**config.mk**
```make
export PLATFORM = sky130hd
export DESIGN_NAME = kronos_result_queue
export DESIGN_NICKNAME = d
export VERILOG_FILES = /design/src/rtl/kronos_pkg.sv /design/src/rtl/kronos_result_queue.sv
export SDC_FILE = /design/constraint.sdc
export NUM_CORES = 1
export LEC_CHECK = 0
export BUFFER_PORTS_ARGS = -buffer_cell sky130_fd_sc_hd__buf_2
export CORE_MARGIN = 5
export CORE_UTILIZATION = 25
export CTS_BUF_LIST = sky130_fd_sc_hd__clkbuf_2 sky130_fd_sc_hd__clkbuf_4 sky130_fd_sc_hd__clkbuf_8
export DETAILED_ROUTE_END_ITERATION = 8
export PLACE_DENSITY = 0.51
export SLEW_MARGIN = 20
export SYNTH_ARGS = -nofsm -noshare
export SYNTH_HDL_FRONTEND = slang
export SYNTH_SLANG_ARGS = --single-unit
```
**constraint.sdc**
```tcl
create_clock -name clk_i -period 2.95 [get_ports clk_i]
set_input_delay 0.59 -clock clk_i [delete_from_list [all_inputs] [get_ports clk_i]]
set_output_delay 0.59 -clock clk_i [all_outputs]
set_load 0.02 [all_outputs]
```
**src/rtl/kronos_pkg.sv**
```systemverilog
// Shared kronos constants and the result-queue entry type.
package kronos_pkg;

    localparam int unsigned RQ_DEPTH  = 4;
    localparam int unsigned RQ_ID_W   = 4;
    localparam int unsigned RQ_RD_W   = 5;
    localparam int unsigned RQ_XLEN   = 32;
    localparam int unsigned RQ_NUM_RD = 2;
    localparam int unsigned RQ_DATA_W = RQ_NUM_RD * RQ_XLEN;

    // One in-flight instruction: status flags, destination and result payload.
    typedef struct packed {
        logic                 valid;
        logic                 has_data;
        logic                 committed;
        logic                 killed;
        logic [RQ_ID_W-1:0]   id;
        logic [RQ_RD_W-1:0]   rd;
        logic                 we;
        logic [RQ_DATA_W-1:0] data;
    } rq_entry_t;

endpackage

```
**src/rtl/kronos_result_queue.sv**
```systemverilog
// In-order result buffer between the execute datapath and the XIF result port.
// Entries are allocated at issue, filled in order by the datapath, marked by
// commit/kill, and retired from the head once both data and commit are present.
module kronos_result_queue
    import kronos_pkg::*;
#(
    parameter int unsigned DEPTH  = RQ_DEPTH,
    parameter int unsigned ID_W   = RQ_ID_W,
    parameter int unsigned RD_W   = RQ_RD_W,
    parameter int unsigned XLEN   = RQ_XLEN,
    parameter int unsigned NUM_RD = RQ_NUM_RD
) (
    input  logic                     clk_i,
    input  logic                     rst_ni,
    input  logic                     alloc_valid_i,
    output logic                     alloc_ready_o,
    input  logic [ID_W-1:0]          alloc_id_i,
    input  logic [RD_W-1:0]          alloc_rd_i,
    input  logic                     alloc_we_i,
    input  logic                     exec_done_i,
    input  logic [NUM_RD*XLEN-1:0]   exec_data_i,
    input  logic                     commit_valid_i,
    input  logic [ID_W-1:0]          commit_id_i,
    input  logic                     commit_kill_i,
    output logic                     result_valid_o,
    input  logic                     result_ready_i,
    output logic [ID_W-1:0]          result_id_o,
    output logic [RD_W-1:0]          result_rd_o,
    output logic                     result_we_o,
    output logic [NUM_RD*XLEN-1:0]   result_data_o,
    output logic [$clog2(DEPTH):0]   count_o,
    output logic                     empty_o,
    output logic                     full_o,
    output logic                     err_o
);

    localparam int unsigned IW = $clog2(DEPTH);
    localparam int unsigned PW = IW + 1;

    rq_entry_t       q [DEPTH];
    logic [PW-1:0]   wr, ex, hd;
    logic            err;

    logic [IW-1:0]   wr_idx, ex_idx, hd_idx;
    rq_entry_t       head;
    logic            head_done, pop, alloc_fire, exec_fire;
    logic [DEPTH-1:0] match;
    logic            hit, alloc_commit;
    logic [IW-1:0]   hit_idx;

    // Returns {found, index} of the first set bit walking forward from start,
    // i.e. the oldest matching entry relative to the head.
    function automatic logic [IW:0] pick_oldest(input logic [DEPTH-1:0] m,
                                                input logic [IW-1:0]    start);
        logic [IW:0]   r;
        logic [IW-1:0] idx;
        r = '0;
        for (int i = DEPTH - 1; i >= 0; i--) begin
            idx = start + IW'(i);
            if (m[idx]) r = {1'b1, idx};
        end
        return r;
    endfunction

    assign wr_idx = wr[IW-1:0];
    assign ex_idx = ex[IW-1:0];
    assign hd_idx = hd[IW-1:0];

    assign full_o        = (wr[IW] != hd[IW]) && (wr_idx == hd_idx);
    assign empty_o       = (wr == hd);
    assign alloc_ready_o = !full_o;
    assign count_o       = wr - hd;
    assign err_o         = err;

    assign alloc_fire = alloc_valid_i && !full_o;
    assign exec_fire  = exec_done_i && (ex != wr);

    // Head retirement: emit when live, drop silently when killed.
    always_comb begin
        head           = q[hd_idx];
        head_done      = head.valid && head.committed && head.has_data;
        result_valid_o = head_done && !head.killed;
        pop            = head_done && (head.killed || result_ready_i);
        result_id_o    = result_valid_o ? head.id   : '0;
        result_rd_o    = result_valid_o ? head.rd   : '0;
        result_we_o    = result_valid_o ? head.we   : 1'b0;
        result_data_o  = result_valid_o ? head.data : '0;
    end

    // Commit lookup: oldest uncommitted live entry wins; the entry being
    // allocated this cycle only catches the commit if nothing older matched.
    always_comb begin
        for (int i = 0; i < DEPTH; i++)
            match[i] = commit_valid_i && q[i].valid && !q[i].committed && (q[i].id == commit_id_i);
        {hit, hit_idx} = pick_oldest(match, hd_idx);
        alloc_commit   = commit_valid_i && !hit && (alloc_id_i == commit_id_i);
    end

    // Pointer and entry state. The alloc, exec, commit and pop targets are
    // always distinct entries, so the partial writes never collide.
    always_ff @(posedge clk_i or negedge rst_ni) begin
        if (!rst_ni) begin
            wr  <= '0;
            ex  <= '0;
            hd  <= '0;
            err <= 1'b0;
            for (int i = 0; i < DEPTH; i++) q[i] <= '0;
        end else begin
            if (alloc_fire) begin
                q[wr_idx] <= '{valid: 1'b1, has_data: 1'b0,
                               committed: alloc_commit,
                               killed: alloc_commit && commit_kill_i,
                               id: alloc_id_i, rd: alloc_rd_i, we: alloc_we_i,
                               data: '0};
                wr <= wr + 1'b1;
            end
            if (exec_fire) begin
                q[ex_idx].data     <= exec_data_i;
                q[ex_idx].has_data <= 1'b1;
                ex <= ex + 1'b1;
            end
            if (hit) begin
                q[hit_idx].committed <= 1'b1;
                q[hit_idx].killed    <= commit_kill_i;
            end
            if (pop) begin
                q[hd_idx].valid <= 1'b0;
                hd <= hd + 1'b1;
            end
            if (exec_done_i && !exec_fire) err <= 1'b1;
        end
    end

endmodule

```
==> results.py, run 1 <==
metrics = {
    "synth": {
        "synthCells": 1579,
        "synth_area_leader_cell": "dfrtp_1",
        "ys_ff_latch": 322,
        "synth_top_area_share_pct": 51.3,
        "synth_area_leaders": "dfrtp_1 51%, nand2_1 13%, mux4_2 11%, nand3_1 8.4%, nor2b_1 2.9%",
        "synth_most_common_cell": "nand2_1",
        "synth_edf_count": 0,
        "ys_top_cells_by_count": "541 x nand2_1, 322 x dfrtp_1, 263 x nand3_1",
        "syn_area_mm2": 0.0157,
        "ys_types": 58,
        "yosys_warnings": 0,
        "async_reset_ff_share_pct": 100,
        "synth_seq_area_share_pct": 51.3,
        "syn_avg_cell_area_um2": 9.95,
        "synth_fp_nets": 1679,
        "yosys_most_used_dff": "dfrtp_1",
    },
    "worst_setup_path": {
        "cp_max_fo": 5,
        "crit_type": "reg -> out",
        "end_kind": "output port",
        "cp_data_required_time_ns": 2.36,
        "critPathLaunchType": "flop",
        "critPathArrivalTime_ns": 2.63,
    },
    "worst_hold_path": {
        "hp-class": "in -> reg",
    },
    "sta": {
        "setup_viol_count_final": 75,
        "finalHoldViolCount": 0,
        "finalCritPeriodShare_pct": 109,
        "skew_ns": 0.0199,
        "worst_slack_ns": -0.268,
        "rsz0062_at_grt": "true",
        "worst_pin_slew_ns": 0.743,
        "max_freq_ghz": 0.311,
        "relSlewSlack_pct": 50.5,
        "fin_crit_ns": 3.22,
        "slew_viol_final": 0,
    },
    "run_status": {
        "violations": "setup timing",
        "outcome": "complete, but fails checks",
    },
    "floorplan": {
        "num_rows": 92,
        "dieArea_mm2": 0.0680,
        "ioPinCount": 167,
        "fp.dieW_um": 261,
        "start_util_pct": 25.1,
        "die_height_um": 261,
        "core_mm2": 0.0626,
    },
    "grt": {
        "grt_pass1_vias": 13500,
        "grt_use_total_pct": 16.5,
        "antenna_found_initial": 10,
        "grt_first_pass_wirelength_um": 86000,
        "grt_max_degree": 89,
        "grt-ovfl-total": 0,
    },
    "clock_network": {
        "cts_max_level": 2,
        "root_buffer": "clkbuf_8",
        "cts_made_buffers": 59,
        "tritoncts": "done",
        "cts_buffer_depth": 3,
        "clock_sinks": 322,
        "clkSlewWorstSetupHoldPaths_ns": 0.07,
        "clk_latency_ns": 0.65,
    },
    "final_layout": {
        "areaGrowthSynthToFinish_pct": 31.1,
        "nets": 1871,
        "n_fill_cell": 6334,
        "multi_input_area_mm2": 0.00759,
        "drive_gt1_share_pct": 30.9,
        "seq_area_mm2": 0.00807,
        "design_area_mm2": 0.0206,
    },
    "detailed_routing": {
        "drc_errors": 0,
        "drt-initial-drc-count": 1047,
        "vias": 12900,
        "avgViaCountPerCell": 4.85,
        "routed_wl_um": 57300,
        "antenna_left": 0,
        "wl_per_cell_um": 21.5,
        "dr.pass1.iters": 5,
    },
    "placement": {
        "place_worst_setup_slack_ns": 0.260,
        "port_buffers": 166,
        "place.gp.congestion": 0.818,
        "hpwlAfterDp_um": 30500,
        "placed_area_mm2": 0.0177,
    },
    "flow_run": {
        "cap_violations": 0,
    },
    "power_and_ir_drop": {
        "p_leak_nw": 9.90,
        "ir_drop_mv": 0.500,
        "p_per_area_mw_per_mm2": 1220,
    },
}
final timing paths:
check,start,slack [ns],cells past startpoint,end
max in group asynchronous,rst_ni,1.47,4,q[100]$_DFF_PN0_
worst max-delay path,hd[0]$_DFFE_PN0P_,-0.27,7,result_data_o[0]
worst min register to register,err_o$_DFFE_PN0P_,0.48,1,err_o$_DFFE_PN0P_
worst min-delay path,exec_data_i[56],0.18,3,q[56]$_DFF_PN0_
min in group asynchronous,rst_ni,0.44,2,asynchronous set/reset pin
worst max register to register,hd[1]$_DFFE_PN0P_,0.11,11,q[308]$_DFF_PN0_
logic make-up (layout without fill, tap and decap cells):
| kind of cell | Yosys count | after routing | share of synthesized area (%) |
|---|---|---|---|
| buffers and inverters | 132 | 367 | 3.56 |
| multiplexers | 117 | 117 | 13.8 |
| XOR/XNOR | 31 | 31 | 1.78 |
| other | 0 | 5 | 0 |
| flip-flops | 322 | 322 | 51.3 |
| AND/OR/NAND/NOR | 916 | 919 | 25.9 |
| AO/OA/AOI/OAI | 46 | 46 | 2.45 |
| adder cells (fa/ha/maj) | 15 | 15 | 1.24 |
timing repair:
action,CTS,global route
resized for setup,168,100
cloned,14,2
hold endpoints to repair,39,0
setup buffers,21,8
hold buffers,1,0
setup endpoints to repair,75,201
pin swaps,5,4
cell usage in the layout (no fill, tap or decap), types with 3 or more instances in the layout:
cell / instances
o211ai_1: 6
nor3_2: 3
buf_6: 59
nor2b_1: 20
dfrtp_1: 320
nor2b_4: 52
xnor2_1: 17
nand2_4: 7
o21ai_0: 6
buf_16: 11
buf_12: 27
mux4_2: 75
or2_4: 4
mux2_2: 41
inv_1: 9
nand3_1: 263
nand2_1: 533
buf_4: 55
diode_2: 5
nor2_1: 6
xor2_1: 13
clkinv_2: 10
a211oi_1: 3
buf_2: 88
clkbuf_8: 74
a211o_1: 3
nand4_1: 3
nor3_1: 7
buf_8: 3
ha_1: 14
and3_2: 4
a21oi_1: 7
clkbuf_4: 17
metrics by stage:
stage | instances | util [%] | power (mW) | hold WS (ns) | TNS (ns)
2_1_floorplan | 1579 | - | 13.9 | 0.294 | 0
3_3_place_gp | 2512 | 28.3 | 17.3 | 0.447 | 0
3_5_place_dp | 2512 | 28.3 | 17.5 | 0.463 | 0
4_1_cts | 2655 | 32.1 | 24.6 | 0.102 | -20.10
5_1_grt | 2667 | 32.9 | 26.6 | 0.127 | -20.72
6_report | 2668 | 32.9 | 25.1 | 0.176 | -13.52
cell type report:
class | count | share of cell area [%]
clock buffers | 91 | 5.57
clock inverters | 16 | 0.693
well taps | 846 | 5.14
diodes | 5 | 0.0608
flip-flops and latches | 322 | 39.2
repair buffers | 248 | 12.3
inverters | 12 | 0.243
multi-input cells | 1128 | 36.8
per-layer routing:
layer | vias up | GRT usage [%] | routed length (um)
li1 | 5748 | - | -
met1 | 6603 | 21.8 | 24400
met2 | 472 | 26.8 | 27500
met3 | 107 | 3.46 | 3740
met4 | 8 | 6.09 | 1600
met5 | - | 0 | 52
worst max-delay path, cell delays in order (launching register included):
cell and delay [ns]:
dfrtp_4 0.44, mux4_2 0.54, buf_6 0.16, buf_6 0.11, or2_4 0.29, buf_4 0.17
nor2b_4 0.14, buf_6 0.13
power by group:
group	switching (mW)	internal [mW]	leakage [nW]
registers	1.10	6.31	4.12
logic	7.00	6.02	5.09
clock network	2.03	2.65	0.687
Note: power is estimated with default switching activity, not from simulation.
==> run 2, diff against run 1 <==
--- a/config.mk
+++ b/config.mk
@@ -11,6 +11,7 @@
 export CTS_BUF_LIST = sky130_fd_sc_hd__clkbuf_2 sky130_fd_sc_hd__clkbuf_4 sky130_fd_sc_hd__clkbuf_8
 export DETAILED_ROUTE_END_ITERATION = 8
 export PLACE_DENSITY = 0.51
+export SKIP_LAST_GASP = 1
 export SLEW_MARGIN = 20
 export SYNTH_ARGS = -nofsm -noshare
 export SYNTH_HDL_FRONTEND = slang
==> results.py, run 2 (synthesis results as in run 1) <==
metrics = {
    "final_layout": {
        "fin_cells": 2668,
        "nets": 1871,
        "drive_gt1_share_pct": 30.9,
        "final_cell_mix": "533 x nand2_1, 320 x dfrtp_1, 263 x nand3_1",
        "final_common_cell": "nand2_1",
        "design_area_mm2": 0.0206,
        "areaGrowthSynthToFinish_pct": 31.0,
    },
    "detailed_routing": {
        "dr.pass1.iters": 7,
        "drc_errors": 0,
        "wl_per_cell_um": 21.5,
        "routed_wl_um": 57300,
        "drt-initial-drc-count": 994,
        "vias": 12900,
        "avgViaCountPerCell": 4.85,
        "antenna_left": 0,
    },
    "sta": {
        "worst_pin_slew_ns": 0.736,
        "rsz0062_at_grt": "true",
        "skew_ns": 0.0194,
        "relSlewSlack_pct": 51.0,
        "setup_viol_count_final": 75,
        "slew_viol_final": 0,
        "finalCritPeriodShare_pct": 109,
        "max_freq_ghz": 0.311,
        "worst_slack_ns": -0.266,
        "finalHoldViolCount": 0,
        "fin_crit_ns": 3.22,
    },
    "run_status": {
        "violations": "setup timing",
        "outcome": "complete, but fails checks",
    },
    "placement": {
        "placed_area_mm2": 0.0177,
        "place.gp.congestion": 0.818,
        "placed_cells": 2512,
        "port_buffers": 166,
        "hpwlAfterDp_um": 30500,
    },
    "floorplan": {
        "die_height_um": 261,
        "ioPinCount": 167,
        "start_util_pct": 25.1,
        "fp.dieW_um": 261,
        "core_mm2": 0.0626,
        "dieArea_mm2": 0.0680,
        "num_rows": 92,
    },
    "clock_network": {
        "clock_sinks": 322,
        "root_buffer": "clkbuf_8",
        "clk_latency_ns": 0.65,
        "tritoncts": "done",
        "cts_made_buffers": 59,
        "clkSlewWorstSetupHoldPaths_ns": 0.07,
        "cts_buffer_depth": 3,
        "cts_max_level": 2,
    },
    "worst_setup_path": {
        "critPathLaunchType": "flop",
        "critPathArrivalTime_ns": 2.63,
        "slowest_delay_ns": 0.54,
        "rr_worst_depth": 10,
        "crit_path_end": "result_data_o[0]",
        "path_common_cell": "buf_6",
        "critPathTopFamily": "buffers and inverters",
        "rr_startpoint": "hd[1]$_DFFE_PN0P_",
        "critical_path_buf_inv_count": 4,
        "crit_slowest_cell": "mux4_2",
        "worst-path-stages": 7,
        "cp_max_fo": 5,
        "timing.rr.end": "q[308]$_DFF_PN0_",
        "crit_chain": "mux4_2, buf_6, buf_6, or2_4, buf_4, nor2b_4, buf_6",
        "cp-startpoint": "hd[0]$_DFFE_PN0P_",
        "crit_type": "reg -> out",
        "end_kind": "output port",
        "cp_data_required_time_ns": 2.36,
        "reg2reg_slack_ns": 0.12,
    },
    "power_and_ir_drop": {
        "p_leak_nw": 9.90,
        "ir_drop_mv": 0.500,
        "p_per_area_mw_per_mm2": 1220,
    },
    "grt": {
        "grt_first_pass_wirelength_um": 86000,
        "antenna_found_initial": 9,
        "grt_pass1_vias": 13500,
        "grt_use_total_pct": 16.5,
        "grt_max_degree": 89,
        "grt-ovfl-total": 0,
    },
    "flow_run": {
        "cap_violations": 0,
    },
    "worst_hold_path": {
        "hp-class": "in -> reg",
    },
}
## run 2: cell counts in the layout (fill, tap and decap cells not counted)
Identical to the previous run, type by type.
## run 2: timing repair
item                                    CTS  global route
pin swaps                                 5             4
cloned                                   14             2
setup buffers                            21             8
hold endpoints to repair                 39             0
endpoints found under the setup margin   75           201
hold buffers                              1             0
resized for setup                       164           102
## run 2: routing by layer
layer / track usage [%] / vias to the layer above / share of wire, %
met4: 6.09 / 6 / 2.7
met2: 26.8 / 501 / 48
met5: 0 / - / 0.068
met3: 3.40 / 101 / 7.0
met1: 21.8 / 6590 / 42
li1: - / 5747 / -
## run 2: power breakdown
part	internal, mW	leakage [nW]	switching (mW)
clock network	2.65	0.687	2.03
registers	6.31	4.12	1.10
logic	6.02	5.09	7.00
## run 2: worst min-delay path: cells and delay by family
kind                   cells  cell delay [ns]
buffers and inverters      1             0.11
and+or+nand+nor            2             0.10
## run 2: cell type report
| type | count | area (um2) |
|---|---|---|
| fillers | 6336 | 42000 |
| flip-flops and latches | 322 | 8070 |
| multi-input cells | 1128 | 7580 |
| repair buffers | 248 | 2530 |
| clock buffers | 91 | 1150 |
| well taps | 846 | 1060 |
| clock inverters | 16 | 143 |
| inverters | 12 | 50.0 |
| diodes | 5 | 12.5 |
## run 2: worst min path at each step
stage | start | to | slack [ns] | depth (start not counted)
after floorplan | rst_ni | asynchronous set/reset pin | 0.29 | 0
after global placement | err_o$_DFFE_PN0P_ | err_o$_DFFE_PN0P_ | 0.45 | 1
after detailed placement | err_o$_DFFE_PN0P_ | err_o$_DFFE_PN0P_ | 0.46 | 1
after CTS | exec_data_i[56] | q[56]$_DFF_PN0_ | 0.10 | 3
after global routing | exec_data_i[59] | q[59]$_DFF_PN0_ | 0.12 | 3
final | exec_data_i[56] | q[56]$_DFF_PN0_ | 0.17 | 3
## run 2: per-stage QoR
stage | setup slack (ns) | hold slack [ns] | setup TNS (ns) | utilization (%) | total power, mW
floorplan | 0.384 | 0.294 | 0 | - | 13.9
global placement | 0.276 | 0.447 | 0 | 28.3 | 17.3
detailed placement | 0.260 | 0.463 | 0 | 28.3 | 17.5
CTS | -0.353 | 0.102 | -20.15 | 32.1 | 24.6
global route | -0.352 | 0.125 | -20.72 | 32.9 | 26.6
finish | -0.266 | 0.169 | -13.35 | 32.9 | 25.1
